`src/rtl/controlpath_param.sv`:
```
// Parametrised control path: decodes one instruction per cycle into ALU, register-file, memory and stack controls.
// Latency: every output is registered, so a decode sampled at edge N is visible after edge N; mul/div ops take MC_LAT cycles.
// Flow: no handshake; the STOPPED and MULTI states hold the PC by keeping program_counter_increment low. Optional macro: STACK_OPS_EN.
module controlpath_param #(
   parameter int DATA_W      = 16,
   parameter int REG_W       = 4,
   parameter int MC_LAT      = 4,
   parameter int SYNC_STAGES = 2
) (
   input  logic                   clock,
   input  logic                   reset,
   input  logic                   user_clock,
   input  logic [4+3*REG_W-1:0]   current_instruction,
   input  logic [DATA_W-1:0]      switches,
   input  logic [2**REG_W-1:0]    zeroflag,
   input  logic [2**REG_W-1:0]    signflag,
   output logic                   program_counter_increment,
   output logic [3:0]             alu_op,
   output logic [DATA_W-1:0]      alu_a_altern,
   output logic [DATA_W-1:0]      alu_b_altern,
   output logic [REG_W-1:0]       alu_a_select,
   output logic [REG_W-1:0]       alu_b_select,
   output logic                   alu_a_source,
   output logic                   alu_b_source,
   output logic [REG_W-1:0]       alu_out_select,
   output logic [1:0]             alu_load_src,
   output logic                   alu_store_to_mem,
   output logic                   alu_store_to_stk,
   output logic                   halted,
   output logic                   busy
);

   localparam int CW = $clog2(MC_LAT + 1);

   typedef enum logic [1:0] {RUN, STOPPED, MULTI} state_t;

   typedef struct packed {
      logic              pc_inc;
      logic [3:0]        op;
      logic [DATA_W-1:0] a_alt;
      logic [DATA_W-1:0] b_alt;
      logic [REG_W-1:0]  a_sel;
      logic [REG_W-1:0]  b_sel;
      logic              a_src;
      logic              b_src;
      logic [REG_W-1:0]  out_sel;
      logic [1:0]        load;
      logic              mem;
   } ctl_t;

   state_t              state_q, state_d;
   ctl_t                ctl_q, ctl_d;
   logic [CW-1:0]       cnt_q, cnt_d;
   logic [SYNC_STAGES-1:0] sync_q;
   logic                uclk_prev_q;
   logic                uclk_rise;

   logic [3:0]          op;
   logic [REG_W-1:0]    f1, f2, f3;
   logic [1:0]          jmode;
   logic                jcond;

   assign {op, f1, f2, f3} = current_instruction;
   assign jmode     = f1[REG_W-1:REG_W-2];
   assign uclk_rise = sync_q[SYNC_STAGES-1] & ~uclk_prev_q;

   // Jump condition selected by the two top bits of f1
   always_comb begin
      jcond = 1'b1;
      case (jmode)
         2'b00: jcond = 1'b1;
         2'b01: jcond = ~zeroflag[f2];
         2'b10: jcond = zeroflag[f2];
         2'b11: jcond = signflag[f2];
         default: jcond = 1'b1;
      endcase
   end

`ifdef STACK_OPS_EN
   logic stk_q, stk_d;
`endif

   // Next-state and next-output logic for the RUN / STOPPED / MULTI FSM
   always_comb begin
      state_d = state_q;
      ctl_d   = ctl_q;
      cnt_d   = cnt_q;
`ifdef STACK_OPS_EN
      stk_d   = 1'b0;
`endif
      case (state_q)
         RUN: begin
            ctl_d        = '0;
            ctl_d.pc_inc = 1'b1;
            case (op)
               4'h0: begin
                  if (f1 == REG_W'(1)) begin          // SWTR
                     ctl_d.a_src   = 1'b1;
                     ctl_d.a_alt   = switches;
                     ctl_d.b_sel   = f3;
                     ctl_d.out_sel = f3;
                     ctl_d.load    = 2'b01;
                  end else if (f1 == REG_W'(3)) begin // SWCL
                     state_d = STOPPED;
                  end else if (f1 == REG_W'(12)) begin // WMEM
                     ctl_d.a_sel   = f2;
                     ctl_d.b_sel   = f3;
                     ctl_d.out_sel = f2;
                     ctl_d.mem     = 1'b1;
`ifdef STACK_OPS_EN
                  end else if (f1 == REG_W'(13)) begin // PUSH
                     ctl_d.a_sel = f3;
                     stk_d       = 1'b1;
                  end else if (f1 == REG_W'(14)) begin // POP
                     ctl_d.out_sel = f3;
                     ctl_d.load    = 2'b10;
`endif
                  end
               end
               4'h3, 4'h4, 4'h7, 4'h8: begin
                  // Multi-cycle ops: fields latched now, result loaded on the last cycle
                  ctl_d.op      = op;
                  ctl_d.a_sel   = f1;
                  ctl_d.b_sel   = f2;
                  ctl_d.out_sel = f3;
                  ctl_d.pc_inc  = 1'b0;
                  cnt_d         = CW'(1);
                  state_d       = MULTI;
               end
               4'hE: begin                             // INCR
                  ctl_d.op      = 4'h1;
                  ctl_d.a_sel   = f3;
                  ctl_d.b_src   = 1'b1;
                  ctl_d.b_alt   = DATA_W'(f2);
                  ctl_d.out_sel = f3;
                  ctl_d.load    = 2'b01;
               end
               4'hF: begin                             // JUMP
                  if (jcond) begin
                     ctl_d.a_sel  = f3;
                     ctl_d.load   = 2'b01;
                     ctl_d.pc_inc = 1'b0;
                  end
               end
               default: begin
                  ctl_d.op      = op;
                  ctl_d.a_sel   = f1;
                  ctl_d.b_sel   = f2;
                  ctl_d.out_sel = f3;
                  ctl_d.load    = 2'b01;
               end
            endcase
         end
         MULTI: begin
            if (cnt_q == CW'(MC_LAT - 1)) begin
               ctl_d.load   = 2'b01;
               ctl_d.pc_inc = 1'b1;
               state_d      = RUN;
            end else begin
               cnt_d = cnt_q + CW'(1);
            end
         end
         STOPPED: begin
            ctl_d.load   = 2'b00;
            ctl_d.mem    = 1'b0;
            ctl_d.pc_inc = 1'b0;
            if (uclk_rise) state_d = RUN;
         end
         default: state_d = RUN;
      endcase
   end

   // State, output registers and user_clock synchroniser
   always_ff @(posedge clock or posedge reset) begin
      if (reset) begin
         state_q     <= RUN;
         ctl_q       <= '0;
         cnt_q       <= '0;
         sync_q      <= '1;
         uclk_prev_q <= 1'b1;
`ifdef STACK_OPS_EN
         stk_q       <= 1'b0;
`endif
      end else begin
         state_q     <= state_d;
         ctl_q       <= ctl_d;
         cnt_q       <= cnt_d;
         sync_q      <= {sync_q[SYNC_STAGES-2:0], user_clock};
         uclk_prev_q <= sync_q[SYNC_STAGES-1];
`ifdef STACK_OPS_EN
         stk_q       <= stk_d;
`endif
      end
   end

`ifdef STACK_OPS_EN
   assign alu_store_to_stk = stk_q;
`else
   assign alu_store_to_stk = 1'b0;
`endif

   assign program_counter_increment = ctl_q.pc_inc;
   assign alu_op           = ctl_q.op;
   assign alu_a_altern     = ctl_q.a_alt;
   assign alu_b_altern     = ctl_q.b_alt;
   assign alu_a_select     = ctl_q.a_sel;
   assign alu_b_select     = ctl_q.b_sel;
   assign alu_a_source     = ctl_q.a_src;
   assign alu_b_source     = ctl_q.b_src;
   assign alu_out_select   = ctl_q.out_sel;
   assign alu_load_src     = ctl_q.load;
   assign alu_store_to_mem = ctl_q.mem;
   assign halted           = (state_q == STOPPED);
   assign busy             = (state_q == MULTI);

endmodule

```
`config.mk`:
```
export PLATFORM = sky130hd
export DESIGN_NAME = controlpath_param
export DESIGN_NICKNAME = d
export VERILOG_FILES = /design/src/rtl/controlpath_param.sv
export SDC_FILE = /design/constraint.sdc
export NUM_CORES = 1
export LEC_CHECK = 0
export BUFFER_PORTS_ARGS = -buffer_cell sky130_fd_sc_hd__buf_2
export CAP_MARGIN = 20
export CORE_AREA = 2 2 80 82
export CTS_CLUSTER_SIZE = 24
export DETAILED_ROUTE_END_ITERATION = 8
export DIE_AREA = 0 0 82 84
export PLACE_DENSITY_LB_ADDON = 0.08
export SLEW_MARGIN = 20
export SYNTH_ARGS = -nofsm -noshare
export SYNTH_HDL_FRONTEND = slang
export SYNTH_SLANG_ARGS = --single-unit
```
`constraint.sdc`:
```
create_clock -name clock -period 2.6 [get_ports clock]
set_clock_uncertainty 0.2 [all_clocks]
set_input_delay 0.52 -clock clock [delete_from_list [all_inputs] [get_ports clock]]
set_output_delay 0.52 -clock clock [all_outputs]
set_load 0.02 [all_outputs]
```
==> results of run 1 <==
==> final timing paths <==
| kind | from | to | depth (start not counted) |
|---|---|---|---|
| setup / recovery | current_instruction[4] | alu_a_select[3] | 6 |
| hold / removal | reset | alu_op[0] | 2 |
| setup reg to reg | state_q[1] | state_q[1] | 6 |
| hold reg to reg | sync_q[0] | sync_q[1] | 0 |
| max in group asynchronous | reset | alu_a_altern[3] | 3 |
| min in group clock | user_clock | sync_q[0] | 1 |
==> critical path, delay by kind of cell <==
| kind | cells | cell delay [ns] |
|---|---|---|
| compound gates | 3 | 0.53 |
| buf+inv | 1 | 0.13 |
| simple gates | 1 | 0.43 |
| mux | 1 | 0.59 |
==> layer usage <==
metal | global-route usage | vias to the layer above | part of all wire
met2 | 0.347 | 96 | 0.49
li1 | - | 1154 | -
met5 | 0 | - | 0
met4 | 0.0409 | 0 | 0.0090
met3 | 0.0455 | 7 | 0.064
met1 | 0.288 | 1201 | 0.43
==> cells by family (layout without fill, tap and decap cells) <==
logic type / Yosys count / in the layout / share of synthesized area
fa+ha+maj: 6 / 6 / 0.0272
xor+xnor: 2 / 2 / 0.00635
compound gates: 83 / 83 / 0.224
other cells: 1 / 14 / 0.00136
simple gates: 64 / 64 / 0.129
flops: 49 / 49 / 0.446
mux: 12 / 12 / 0.0871
buf+inv: 40 / 139 / 0.0789
==> flip-flops by register name, summed over array words and instances, names as in the netlist <==
signal and cells:
alu_a_select 4, uclk_prev_q 1, program_counter_increment 1, alu_a_altern 16
alu_b_altern 4, state_q 2, alu_store_to_mem 1, alu_a_source 1
alu_b_select 4, sync_q 2, alu_op 4, alu_out_select 4
alu_load_src 1, cnt_q 3, alu_b_source 1
==> Yosys cell counts, drive strengths merged, types with 4 or more instances <==
library cell  count  area [µm²]
nand2b            4        25.0
inv               9        33.8
a221oi            4        35.0
nor3              5        41.3
a22o             21         184
dfrtp            46        1150
nand3             6        30.0
buf              23         154
clkbuf            8        30.0
ha                6        75.1
mux4              8         199
nor2             23        86.3
a22oi             6        50.1
o211ai            4        30.0
a21oi            19        95.1
o21a              5        37.5
o22ai             6        37.5
nand2            10        37.5
==> area by class of cell <==
| class | instances | share of cell area |
|---|---|---|
| multi-input combinational | 181 | 0.392 |
| sequential | 49 | 0.354 |
| timing repair buffer | 122 | 0.189 |
| tap | 77 | 0.0278 |
| clock buffer | 5 | 0.0198 |
| inverter | 9 | 0.00974 |
| clock inverter | 3 | 0.00757 |
==> power breakdown <==
part / internal, mW / switching (mW)
Clock: 0.196 / 0.283
Combinational: 0.551 / 0.926
Sequential: 0.955 / 0.122
Total: 1.70 / 1.33
==> stage by stage <==
step	std cells	cell area [µm²]	power (mW)	util	hold WS, ns
2_1_floorplan	270	2810	2.11	-	0.145
3_3_place_gp	438	3370	2.55	0.554	0.147
3_5_place_dp	438	3370	2.58	0.554	0.151
4_1_cts	446	3470	3.07	0.569	0.0572
5_1_grt	446	3470	3.24	0.569	0.0813
6_report	446	3470	3.03	0.569	0.0520
==> results.toml, run 1 <==
[status]
outcome = "finished clean"

[sta]
period_minus_slack_ns = 2.23
slew_headroom = 0.632
rsz0062_at_grt = "false"
max_freq_mhz = 449
tns_ns = 0
setup_viol = 0
hold_viol = 0
worst_slew_pin_slew_ns = 0.552
min_period_over_period = 0.856
timing.final.ws_setup_ns = 0.373
finalMaxSlewViolations = 0

[routing]
avgRoutedWirePerCell_um = 15.7
vias = 2458
dr.pass1.iters = 4
via_per_inst = 5.51
drc = 0
drtIter0Drc = 72
finalWirelength_um = 7000
antenna_left = 0

[cells_and_area]
seq_area_um2 = 1230
diodes = 0
nNetsFinal = 441
final_common_cell = "buf_2"
syn_to_final_growth_pct = 25.8
multiInputGateArea_um2 = 1360
fillers = 584
mostFrequentLayoutCells = "buf_2 (109), dfrtp_1 (46), nor2_1 (23)"
drive_gt1_frac = 0.401

[cts]
ctsResizeCount = 0
clk_latency_ns = 0.30
cts_hold_buf = 0
cts_max_level = 2
postCtsSetupRepairBufs = 0
cts.sinks = 49
clk_pin_slew_ns = 0.10
cts_tree = "yes"
clockBufferDepth = 2
cts_buffers = 5
root_buffer = "clkbuf_8"

[floorplan]
core-area_um2 = 6100
die_y_um = 84
start_util = 0.452
rows = 29
pin_count = 124
dieArea_um2 = 6890
fp.dieW_um = 82

[place]
pre_cts_ws_ns = 0.0515
portBuffers = 109
dp_hpwl_um = 5350
gp_congestion = 0.775

[yosys]
ys_async_sr_fraction = 1.00
synth-main-ff-cell = "dfrtp_1"
synth_edf_count = 0
syn_area_um2 = 2760
ys_types = 54
yosysWarnings = 0
ys_ff_latch = 49
synth_area_per_cell_um2 = 10.7
ys_seq_area_frac = 0.446
syn_inst = 257

[grt]
antenna_found_initial = 0
grt_max_degree = 28
grt_pass1_vias = 2366
grtUsageTotal = 0.211
overflow = 0
grt_pass1_wl_um = 11400

[job]
maxCapViolCount = 0

[setup_path]
crit_required_ns = 2.58
cp-start-kind = "input port"
worstPathCellList = "buf_2 -> mux4_1 -> a22oi_2 -> a31oi_2 -> nor4b_4 -> o22ai_1"
end_kind = "register"
critPathArrivalTime_ns = 2.20
max_stage_delay_ns = 0.59
path_max_fanout = 4
critPathKind = "input port to register"
slowest_stage = "mux4_1"
r2r_slack_ns = 0.49

[pwr]
p_leak_nw = 1.76
p_per_area_nw_per_um2 = 874
irDropWorstVdd_mv = 0.437

[worst_hold_path]
hold_class = "input port to async pin"
Note: power is estimated with default switching activity, not from simulation.
==> run 2, diff against run 1 <==
--- a/config.mk
+++ b/config.mk
@@ -11,8 +11,10 @@
 export CTS_CLUSTER_SIZE = 24
 export DETAILED_ROUTE_END_ITERATION = 8
 export DIE_AREA = 0 0 82 84
+export GPL_TIMING_DRIVEN = 0
 export PLACE_DENSITY_LB_ADDON = 0.08
 export SLEW_MARGIN = 20
 export SYNTH_ARGS = -nofsm -noshare
 export SYNTH_HDL_FRONTEND = slang
 export SYNTH_SLANG_ARGS = --single-unit
+export TNS_END_PERCENT = 50
==> run 2 against run 1 <==
  * Wire length increased by 0.26%
  * Largest cell class unchanged
  * Highest routed layer unchanged
  * Combinational power is essentially flat
  * Sequential cell count is the same
  * Largest power group unchanged
  * Critical endpoint is now cnt_q[0]
  * First-iteration DRC count up 110%
==> results.toml, run 2 (synthesis gave the netlist of run 1 again) <==
[place]
dp_cells = 455
portBuffers = 107
dp_hpwl_um = 5430
gp_congestion = 0.814
place_area_um2 = 3460

[pwr]
p_switching_mw = 1.35
p_leak_nw = 1.82
sw_frac_of_total = 0.444
p_per_area_nw_per_um2 = 855
p_comb_frac = 0.493
irDropWorstVdd_mv = 0.491
clkPwrFrac = 0.153
internal_power_mw = 1.69
p_seq_frac = 0.353

[routing]
via_per_inst = 5.29
route.met3.wl_um = 482
antenna_left = 0
avgRoutedWirePerCell_um = 15.1
wl_met2_um = 3500
drtIter0Drc = 154
vias = 2453
dr.max_layer_used = "met4"
finalWirelength_um = 7010
wl_met1_um = 2970
drc = 0
dr.pass1.iters = 4

[cts]
clockBufferDepth = 2
postCtsSetupRepairBufs = 0
cts_tree = "yes"
root_buffer = "clkbuf_8"
cts.sinks = 49
clk_latency_ns = 0.31
cts_max_level = 2
clk_pin_slew_ns = 0.10
cts_buffers = 5

[floorplan]
rows = 29
fp.dieW_um = 82
core-area_um2 = 6100
pin_count = 124
dieArea_um2 = 6890
start_util = 0.452
die_y_um = 84

[grt]
grt_max_degree = 33
overflow = 0
grt_pass1_wl_um = 11700
antenna_found_initial = 0
grt_pass1_vias = 2393
grtUsageTotal = 0.219

[sta]
tns_ns = 0
rsz0062_at_grt = "false"
hold_viol = 0
max_freq_mhz = 429
min_period_over_period = 0.896
slew_headroom = 0.550
setup_viol = 0
period_minus_slack_ns = 2.33
worst_slew_pin_slew_ns = 0.673
finalMaxSlewViolations = 0

[cells_and_area]
fin_util = 0.584
diodes = 0
final_area_um2 = 3560
fin_cells = 464
mostFrequentLayoutCells = "buf_2 (113), dfrtp_1 (46), nor2_1 (23)"
drive_gt1_frac = 0.401
fillers = 603
largest_reg_flops = 16
final_common_cell = "buf_2"
syn_to_final_growth_pct = 29.0
nNetsFinal = 459

[worst_hold_path]
hold_class = "input port to register"

[setup_path]
end_kind = "register"
cp-start-kind = "register"
path_max_fanout = 10
crit_required_ns = 2.65
critPathKind = "register to register"
critPathArrivalTime_ns = 2.38

[status]
outcome = "finished clean"

[job]
maxCapViolCount = 0
-- run 2: layer usage --
metal / vias to the layer above / global-route usage
li1: 1194 / -
met1: 1169 / 0.305
met2: 85 / 0.356
met3: 5 / 0.0368
met4: 0 / 0.0500
met5: - / 0
-- run 2: timing repair --
| action | 4_1_cts | 5_1_grt |
|---|---|---|
| endpoints found under the hold margin | 8 | 0 |
| gates resized for setup | 0 | 0 |
| endpoints found under the setup margin | 0 | 0 |
| hold buffers | 1 | 0 |
-- run 2: cell type report --
| cell class | instances | area [µm²] | area share |
|---|---|---|---|
| plain buffers | 31 | 184 | 0.0517 |
| clock buffers | 5 | 68.8 | 0.0193 |
| flip-flops and latches | 49 | 1230 | 0.346 |
| repair buffers | 109 | 566 | 0.159 |
| multi-input cells | 181 | 1360 | 0.382 |
| well taps | 77 | 96.3 | 0.0271 |
| clock inverters | 3 | 21.3 | 0.00598 |
| inverters | 9 | 33.8 | 0.00949 |
-- run 2: power by group through the flow --
| stage | clock network, mW | registers (mW) | logic [mW] |
|---|---|---|---|
| after global placement | 0 | 1.08 | 1.47 |
| after floorplan | 0 | 1.26 | 0.851 |
| after CTS | 0.479 | 1.07 | 1.51 |
| final | 0.467 | 1.07 | 1.50 |
| after global routing | 0.509 | 1.10 | 1.67 |
| after detailed placement | 0 | 1.09 | 1.50 |
-- run 2: worst max-delay path: stages, from the launching register on --
cell and delay, ns:
dfrtp_1 0.43, inv_1 0.10, ha_1 0.14, clkbuf_1 0.29, buf_1 0.47, buf_1 0.39, nand3_1 0.13, nand3_1 0.11
-- run 2: worst paths after layout --
| path | from | to | slack (ns) | cells past startpoint |
|---|---|---|---|---|
| worst max register to register | state_q[1] | cnt_q[0] | 0.27 | 7 |
| worst max-delay path | state_q[1] | cnt_q[0] | 0.27 | 7 |
| worst min register to register | sync_q[0] | sync_q[1] | 0.16 | 0 |
| max in group asynchronous | reset | sync_q[0] | 1.10 | 4 |
| min in group asynchronous | reset | alu_a_altern[5] | 0.54 | 3 |
| worst min-delay path | user_clock | sync_q[0] | 0.11 | 1 |
-- run 2: metrics by stage --
stage                     total power, mW  worst slack [ns]  hold WS (ns)
after global placement               2.55            0.0369         0.155
after detailed placement             2.59            0.0756         0.149
after global routing                 3.29            0.0940        0.0997
after CTS                            3.06             0.297         0.105
final                                3.04             0.270         0.112
after floorplan                      2.11             0.389         0.145
